File: src/rtl/lsu_pkg.sv
// lsu_pkg: address map, region codes and byte-lane helpers for lsu_sync.
// Shared by lsu_sync and lsu_timer; LSU_TIMER_IRQ_EN selects the timer IRQ build.
package lsu_pkg;

    localparam logic [15:0] DMEM_BASE   = 16'h2000;
    localparam logic [15:0] TIMER_BASE  = 16'h4000;
    localparam logic [15:0] LEDR_ADDR   = 16'h7000;
    localparam logic [15:0] LEDG_ADDR   = 16'h7010;
    localparam logic [15:0] SEG_LO_ADDR = 16'h7020;
    localparam logic [15:0] SEG_HI_ADDR = 16'h7024;
    localparam logic [15:0] LCD_ADDR    = 16'h7030;
    localparam logic [15:0] SW_ADDR     = 16'h7800;
    localparam logic [15:0] BTN_ADDR    = 16'h7810;

    typedef enum logic [3:0] {
        RG_DMEM,
        RG_TIMER,
        RG_LEDR,
        RG_LEDG,
        RG_SEG7,
        RG_LCD,
        RG_SW,
        RG_BTN,
        RG_NONE
    } region_e;

    function automatic logic strb_legal(input logic [3:0] strb);
        case (strb)
            4'b0001, 4'b0010, 4'b0100, 4'b1000,
            4'b0011, 4'b1100, 4'b1111: return 1'b1;
            default: return 1'b0;
        endcase
    endfunction

    function automatic logic [31:0] byte_merge(
        input logic [31:0] old,
        input logic [31:0] data,
        input logic [3:0]  strb
    );
        logic [31:0] res;
        res = old;
        for (int b = 0; b < 4; b++) begin
            if (strb[b]) res[8*b +: 8] = data[8*b +: 8];
        end
        return res;
    endfunction

endpackage

File: src/rtl/lsu_timer.sv
// lsu_timer: one timer channel, free-running COUNT with optional CMP reload.
// Compare/reload and match flag exist only when LSU_TIMER_IRQ_EN is defined.
module lsu_timer
    import lsu_pkg::*;
(
    input  logic        clk,
    input  logic        rst_n,
    input  logic        wr_count,
    input  logic        wr_cmp,
    input  logic [31:0] data,
    input  logic [3:0]  strb,
    output logic [31:0] count,
    output logic [31:0] cmp,
    output logic        match
);

`ifdef LSU_TIMER_IRQ_EN
    assign match = (count == cmp) && (cmp != 32'd0);

    // compare value, byte-writable
    always_ff @(posedge clk) begin
        if (!rst_n) begin
            cmp <= '0;
        end else if (wr_cmp) begin
            cmp <= byte_merge(cmp, data, strb);
        end
    end
`else
    logic unused_cmp;
    assign unused_cmp = wr_cmp;
    assign match = 1'b0;
    assign cmp = '0;
`endif

    // counter: a store beats a match reload, which beats the increment
    always_ff @(posedge clk) begin
        if (!rst_n) begin
            count <= '0;
        end else if (wr_count) begin
            count <= byte_merge(count, data, strb);
        end else if (match) begin
            count <= '0;
        end else begin
            count <= count + 32'd1;
        end
    end

endmodule

File: src/rtl/lsu_sync.sv
// lsu_sync: load/store unit with block-RAM data memory and board MMIO.
// Fixed 1-cycle req/ack; define LSU_TIMER_IRQ_EN for timer compare/IRQ.
module lsu_sync
    import lsu_pkg::*;
#(
    parameter int DMEM_BYTES = 256,
    parameter int NUM_TIMERS = 4
) (
    input  logic            i_clk,
    input  logic            i_rst_n,
    input  logic            i_req,
    input  logic            i_wren,
    input  logic [31:0]     i_addr,
    input  logic [31:0]     i_st_data,
    input  logic [3:0]      i_st_strb,
    output logic            o_ack,
    output logic [31:0]     o_ld_data,
    output logic            o_err,
    input  logic [31:0]     i_io_sw,
    input  logic [3:0]      i_io_btn,
    output logic [31:0]     o_io_ledr,
    output logic [31:0]     o_io_ledg,
    output logic [7:0][6:0] o_io_hex,
    output logic [31:0]     o_io_lcd,
    output logic            o_lcd_vld,
    output logic            o_timer_irq
);

    localparam int WORDS = DMEM_BYTES / 4;
    localparam int IW = $clog2(WORDS);
    localparam logic [15:0] DMEM_END = DMEM_BASE + 16'(DMEM_BYTES);

    region_e rg;
    logic err, acc, st_ok, ld_ok;
    logic [31:0] rdata, tmr_rd;
    logic [31:0] ledr, ledg, seg_lo, seg_hi, lcd;
    logic ack, err_q, sel_ram, lcd_vld;
    logic [31:0] data_q, ram_q;
    logic [31:0] count [NUM_TIMERS];
    logic [31:0] cmp [NUM_TIMERS];
    logic [NUM_TIMERS-1:0] match, wr_cnt, wr_cmp, status;
    logic [31:0] mem [WORDS];
    logic [63:0] seg;

    // address decode; word granularity, upper half must be zero
    always_comb begin
        rg = RG_NONE;
        if (i_addr[31:16] == 16'h0) begin
            if (i_addr[15:0] >= DMEM_BASE && i_addr[15:0] < DMEM_END) begin
                rg = RG_DMEM;
            end else if (i_addr[15:7] == TIMER_BASE[15:7]) begin
                if (!i_addr[6]) begin
                    if (32'(i_addr[5:3]) < 32'(NUM_TIMERS)) rg = RG_TIMER;
                end else if (i_addr[5:2] == 4'd0) begin
                    rg = RG_TIMER;
                end
            end else if (i_addr[15:2] == LEDR_ADDR[15:2]) begin
                rg = RG_LEDR;
            end else if (i_addr[15:2] == LEDG_ADDR[15:2]) begin
                rg = RG_LEDG;
            end else if (i_addr[15:2] == SEG_LO_ADDR[15:2]
                      || i_addr[15:2] == SEG_HI_ADDR[15:2]) begin
                rg = RG_SEG7;
            end else if (i_addr[15:2] == LCD_ADDR[15:2]) begin
                rg = RG_LCD;
            end else if (i_addr[15:2] == SW_ADDR[15:2]) begin
                rg = RG_SW;
            end else if (i_addr[15:2] == BTN_ADDR[15:2]) begin
                rg = RG_BTN;
            end
        end
    end

    assign err   = (rg == RG_NONE) || (i_wren && !strb_legal(i_st_strb));
    assign acc   = i_req && i_rst_n;
    assign st_ok = acc && i_wren && !err;
    assign ld_ok = acc && !i_wren && !err;

    for (genvar n = 0; n < NUM_TIMERS; n++) begin : g_tmr
        assign wr_cnt[n] = st_ok && rg == RG_TIMER && !i_addr[6]
                        && i_addr[5:3] == 3'(n) && !i_addr[2];
        assign wr_cmp[n] = st_ok && rg == RG_TIMER && !i_addr[6]
                        && i_addr[5:3] == 3'(n) && i_addr[2];
        lsu_timer u_tmr (
            .clk      (i_clk),
            .rst_n    (i_rst_n),
            .wr_count (wr_cnt[n]),
            .wr_cmp   (wr_cmp[n]),
            .data     (i_st_data),
            .strb     (i_st_strb),
            .count    (count[n]),
            .cmp      (cmp[n]),
            .match    (match[n])
        );
    end

`ifdef LSU_TIMER_IRQ_EN
    logic [NUM_TIMERS-1:0] clr, status_nxt;
    logic irq;
    assign clr = (st_ok && rg == RG_TIMER && i_addr[6])
               ? (i_st_data[NUM_TIMERS-1:0] & {NUM_TIMERS{i_st_strb[0]}})
               : '0;
    assign status_nxt = (status & ~clr) | match;

    // sticky match flags, write-1-to-clear, a new match beats the clear
    always_ff @(posedge i_clk) begin
        if (!i_rst_n) begin
            status <= '0;
            irq <= 1'b0;
        end else begin
            status <= status_nxt;
            irq <= |status_nxt;
        end
    end
    assign o_timer_irq = irq;
`else
    logic unused_match;
    assign unused_match = ^match;
    assign status = '0;
    assign o_timer_irq = 1'b0;
`endif

    // timer window read: channel COUNT/CMP or STATUS
    always_comb begin
        tmr_rd = '0;
        for (int n = 0; n < NUM_TIMERS; n++) begin
            if (i_addr[5:3] == 3'(n)) tmr_rd = i_addr[2] ? cmp[n] : count[n];
        end
        if (i_addr[6]) tmr_rd = 32'(status);
    end

    // snapshot of the non-RAM load data
    always_comb begin
        case (rg)
            RG_TIMER: rdata = tmr_rd;
            RG_LEDR:  rdata = ledr;
            RG_LEDG:  rdata = ledg;
            RG_SEG7:  rdata = i_addr[2] ? seg_hi : seg_lo;
            RG_LCD:   rdata = lcd;
            RG_SW:    rdata = i_io_sw;
            RG_BTN:   rdata = {28'd0, i_io_btn};
            default:  rdata = '0;
        endcase
    end

    // data memory: byte-lane writes, registered read, contents not reset
    always_ff @(posedge i_clk) begin
        if (acc && rg == RG_DMEM && !err) begin
            if (i_wren) begin
                for (int b = 0; b < 4; b++) begin
                    if (i_st_strb[b]) mem[i_addr[IW+1:2]][8*b +: 8] <= i_st_data[8*b +: 8];
                end
            end else begin
                ram_q <= mem[i_addr[IW+1:2]];
            end
        end
    end

    // board output registers
    always_ff @(posedge i_clk) begin
        if (!i_rst_n) begin
            ledr <= '0;
            ledg <= '0;
            seg_lo <= '0;
            seg_hi <= '0;
            lcd <= '0;
        end else if (st_ok) begin
            case (rg)
                RG_LEDR: ledr <= byte_merge(ledr, i_st_data, i_st_strb);
                RG_LEDG: ledg <= byte_merge(ledg, i_st_data, i_st_strb);
                RG_SEG7: begin
                    if (i_addr[2]) seg_hi <= byte_merge(seg_hi, i_st_data, i_st_strb);
                    else seg_lo <= byte_merge(seg_lo, i_st_data, i_st_strb);
                end
                RG_LCD:  lcd <= byte_merge(lcd, i_st_data, i_st_strb);
                default: ;
            endcase
        end
    end

    // response stage, exactly one cycle after accept
    always_ff @(posedge i_clk) begin
        if (!i_rst_n) begin
            ack <= 1'b0;
            err_q <= 1'b0;
            sel_ram <= 1'b0;
            data_q <= '0;
            lcd_vld <= 1'b0;
        end else begin
            ack <= i_req;
            err_q <= i_req && err;
            sel_ram <= ld_ok && rg == RG_DMEM;
            data_q <= (ld_ok && rg != RG_DMEM) ? rdata : '0;
            lcd_vld <= st_ok && rg == RG_LCD;
        end
    end

    assign o_ack = ack;
    assign o_err = err_q;
    assign o_ld_data = sel_ram ? ram_q : data_q;
    assign o_lcd_vld = lcd_vld;
    assign o_io_ledr = ledr;
    assign o_io_ledg = ledg;
    assign o_io_lcd = lcd;
    assign seg = {seg_hi, seg_lo};

    for (genvar n = 0; n < 8; n++) begin : g_hex
        assign o_io_hex[n] = seg[8*n +: 7];
    end

    logic unused;
    assign unused = ^{i_addr[1:0], seg[63], seg[55], seg[47], seg[39],
                      seg[31], seg[23], seg[15], seg[7]};

endmodule
File: config.mk
export PLATFORM = sky130hd
export DESIGN_NAME = lsu_sync
export DESIGN_NICKNAME = d
export VERILOG_FILES = /design/src/rtl/lsu_pkg.sv /design/src/rtl/lsu_timer.sv /design/src/rtl/lsu_sync.sv
export SDC_FILE = /design/constraint.sdc
export NUM_CORES = 2
export LEC_CHECK = 0
export CORE_MARGIN = 3
export CORE_UTILIZATION = 55
export CTS_CLUSTER_SIZE = 16
export DETAILED_ROUTE_END_ITERATION = 7
export PLACE_DENSITY = 0.72
export SYNTH_ARGS = -nofsm -noshare
export SYNTH_HDL_FRONTEND = slang
export SYNTH_HIERARCHICAL = 1
export SYNTH_SLANG_ARGS = --single-unit
export TNS_END_PERCENT = 1
File: constraint.sdc
create_clock -name i_clk -period 8.65 [get_ports i_clk]
set_input_delay 1.73 -clock i_clk [delete_from_list [all_inputs] [get_ports i_clk]]
set_output_delay 1.73 -clock i_clk [all_outputs]
set_load 0.01 [all_outputs]
==> metrics.md <==
| Metric | Value |
|---|---|
| Outcome | finished, violations left |
| Failing checks | DRC |
| Drt via density | 6.604 |
| Skew-Pair Late Insertion Delay | 870 ps |
| Crit path kind | input port to flip-flop |
| Initial core utilization | 0.5542 |
| Startpoint Class | input port |
| Hold_ws | roughly 460 ps |
| Crit path required time | about 9100 ps |
| Routed wire length | about 280000 microns |
| Final setup TNS | 0 ps |
| Sw Ratio | 0.2153 |
| Hold buffers post-CTS | 0 |
| RSZ-0062 raised after global routing | false |
| Slowest stage delay, CP | 760 ps |
| Routed wire per std cell | around 33 microns |
| GPL Wtd Cong | 0.9387 |
| CP Max Fanout | 31 |
| Post-placement cell count | roughly 8.1k |
| Crit path max-delay family | simple AND/OR/NAND/NOR gates |
| Post-synthesis cell area | roughly 0.10 sq mm |
| Clk buf depth | 3 |
| Gr usage total | 0.2969 |
| Root Buffer | clkbuf_16 |
| Leakage power | 35.83 nW |
| P_int | 0.01870 W |
| Die area | between 0.15 and 0.2 sq mm |
| Highest Clock Rate | 185.3 MHz |
| Final min period | approximately 5400 ps |
| Initial antenna violation count | 21 |
| First-pass GRT wire length | 397200 microns |
| DRC | 20 |
| Worst setup path start | i_addr[13] |
| Grt ovf | 0 |
| Syn. warnings | 6 |
| Post-route ant nets | 0 |
| Largest net degree at the start of global routing | approximately 140 |
| Final Non-Filler Cells | ~8.5k |
| Buffers added on ports | 292 |
| CP arrival | 5880 ps |
| Hold Crit Class | flip-flop to flip-flop |
| First drt pass iteration count | 8 |
| Worst min-delay path startpoint | seg_lo[23]$_SDFFE_PN0P_ |
| Worst VDD drop | about 0.00022 V |
| H-tree depth | 4 |
| Final hold vios | 0 |
| Post CTS Setup Buffer Count | 0 |
| Relative slew slack | 0.1261 |
| IO Count | between 200 and 300 |
| Worst clock skew | ~30 ps |
| WP buf/inv | 2 |
| Area Growth Syn to Fin | 11.67% |
| Nets@finish | between 6k and 7k |
| Setup Viol. Count Final | 0 |
| # rows | between 150 and 200 |
| Total CTS buffers | 225 |
| Worst Tran Pin Value | between 1000 and 1500 ps |
| Dpl cell area | around 0.10 sq mm |
| Pwr Density | about 210 mW/mm^2 |
| Clk slew on worst S/H paths | approximately 60 ps |
| Pins Over Slew Limit | 0 |
| Switching power | just over 0.005 W |
| Fin crit share | 0.6239 |
| Vias in the first global route | between 50k and 60k |
| Clock tree from TritonCTS | done |
| Combinational power share | 0.050 |
| Final Util | 0.6188 |
| First DRT Iteration DRCs | approximately 8.3k |
| Cell area after layout | roughly 0.11 sq mm |
| Die width | roughly 430 microns |
| Worst path slowest cell | nor2_1 |
| DR vias | about 56k |
| Clk sinks | 2404 |
| Share of layout cells above drive strength 1 | 0.2110 |
| Die Y | 433.2 microns |
| Flop pwr share | 0.528 |
| Post-CTS sizing | 0 |
| Core area | about 0.18 sq mm |
| R2r startpoint | mem[18][19]$_DFFE_PP_ |
| Crit end category | flip-flop |
| HPWL after DPL | 178100 microns |
| Syn avg cell area | roughly 17 sq um |
| Synthesized instance count | approximately 5.8k |
| Max-cap violations | 0 |
| Clk pwr share | 0.422 |
| CP cell instances | clkdlybuf4s50_1, nor2b_1, and3_1, a21o_2, o211a_1, nand3_2, buf_4, nor2_1 |
[worst min-delay path, cell delays in order (launching register included)]
cell     delay [ps]
dfxtp_1         310
nand2_1          50
mux2i_1          50
[power groups by stage]
stage,combinational [W],sequential [W],clock (W)
after floorplan,0.000695,0.0128,0
after global placement,0.00115,0.0128,0
after detailed placement,0.00118,0.0128,0
after CTS,0.00118,0.0126,0.0101
after global routing,0.00125,0.0126,0.0106
final,0.00119,0.0126,0.0100
[sequential cells by signal (all words and copies together), names as in the netlist]
register and flops:
mem 2048, g_tmr.u_tmr/count 128, data_q 32, o_io_lcd 32
o_io_ledg 32, o_io_ledr 32, ram_q 32, seg_hi 32
seg_lo 32, o_ack 1, o_err 1, o_lcd_vld 1
sel_ram 1
[stage by stage]
step,total power (W),setup slack [ps]
finish,0.02384,3254
detailed placement,0.01402,2383
global placement,0.01400,2495
CTS,0.02391,3307
global route,0.02441,3144
floorplan,0.01354,3889
[layer usage]
metal  wire length [microns]  track usage  vias up
met5                     178     0.001301        -
met1                  102900       0.4078    29021
met3                   29910      0.06854      584
met2                  132000       0.4631     3460
met4                   12790       0.1234       24
li1                        -            -    23323
[layout by cell type (no fill, tap or decap), types with 13 or more instances in the layout]
cell,n
clkbuf_1,34
or3_1,18
o31a_1,26
clkinv_2,59
o21ai_0,69
a221oi_1,16
mux4_2,680
mux2_2,59
nand3_1,195
o21a_1,51
bufinv_16,27
and2_1,18
a22oi_1,88
nor2_1,346
nand4_1,63
and3_1,44
mux2i_1,223
inv_1,18
nor2b_1,45
a31oi_1,28
dfxtp_1,323
nand2_1,363
buf_2,35
diode_2,25
and4_1,21
o211ai_1,35
clkinv_1,41
a21oi_1,132
clkdlybuf4s50_1,252
clkbuf_16,226
edfxtp_1,2080
a211oi_1,13
buf_4,84
nor3_1,24
conb_1,129
[cell type report]
class,instances,area [sq um]
Clock inverter,158,1654
Clock buffer,267,5871
Inverter,19,71.32
Antenna cell,25,62.56
Tap cell,2370,2965
Multi-Input combinational cell,2917,29000
Sequential cell,2404,68950
Fill cell,12544,69040
Timing Repair Buffer,382,3518
[path summary, 6_finish.rpt]
path                                                end  slack [ps]  cells after the start
worst max register to register      ram_q[19]$_DFFE_PP_        6200                      4
worst max-delay path               mem[25][4]$_DFFE_PP_        3250                      8
worst min-delay path            seg_lo[23]$_SDFFE_PN0P_         460                      2
worst min register to register  seg_lo[23]$_SDFFE_PN0P_         460                      2
Note: power is estimated with default switching activity, not from simulation.
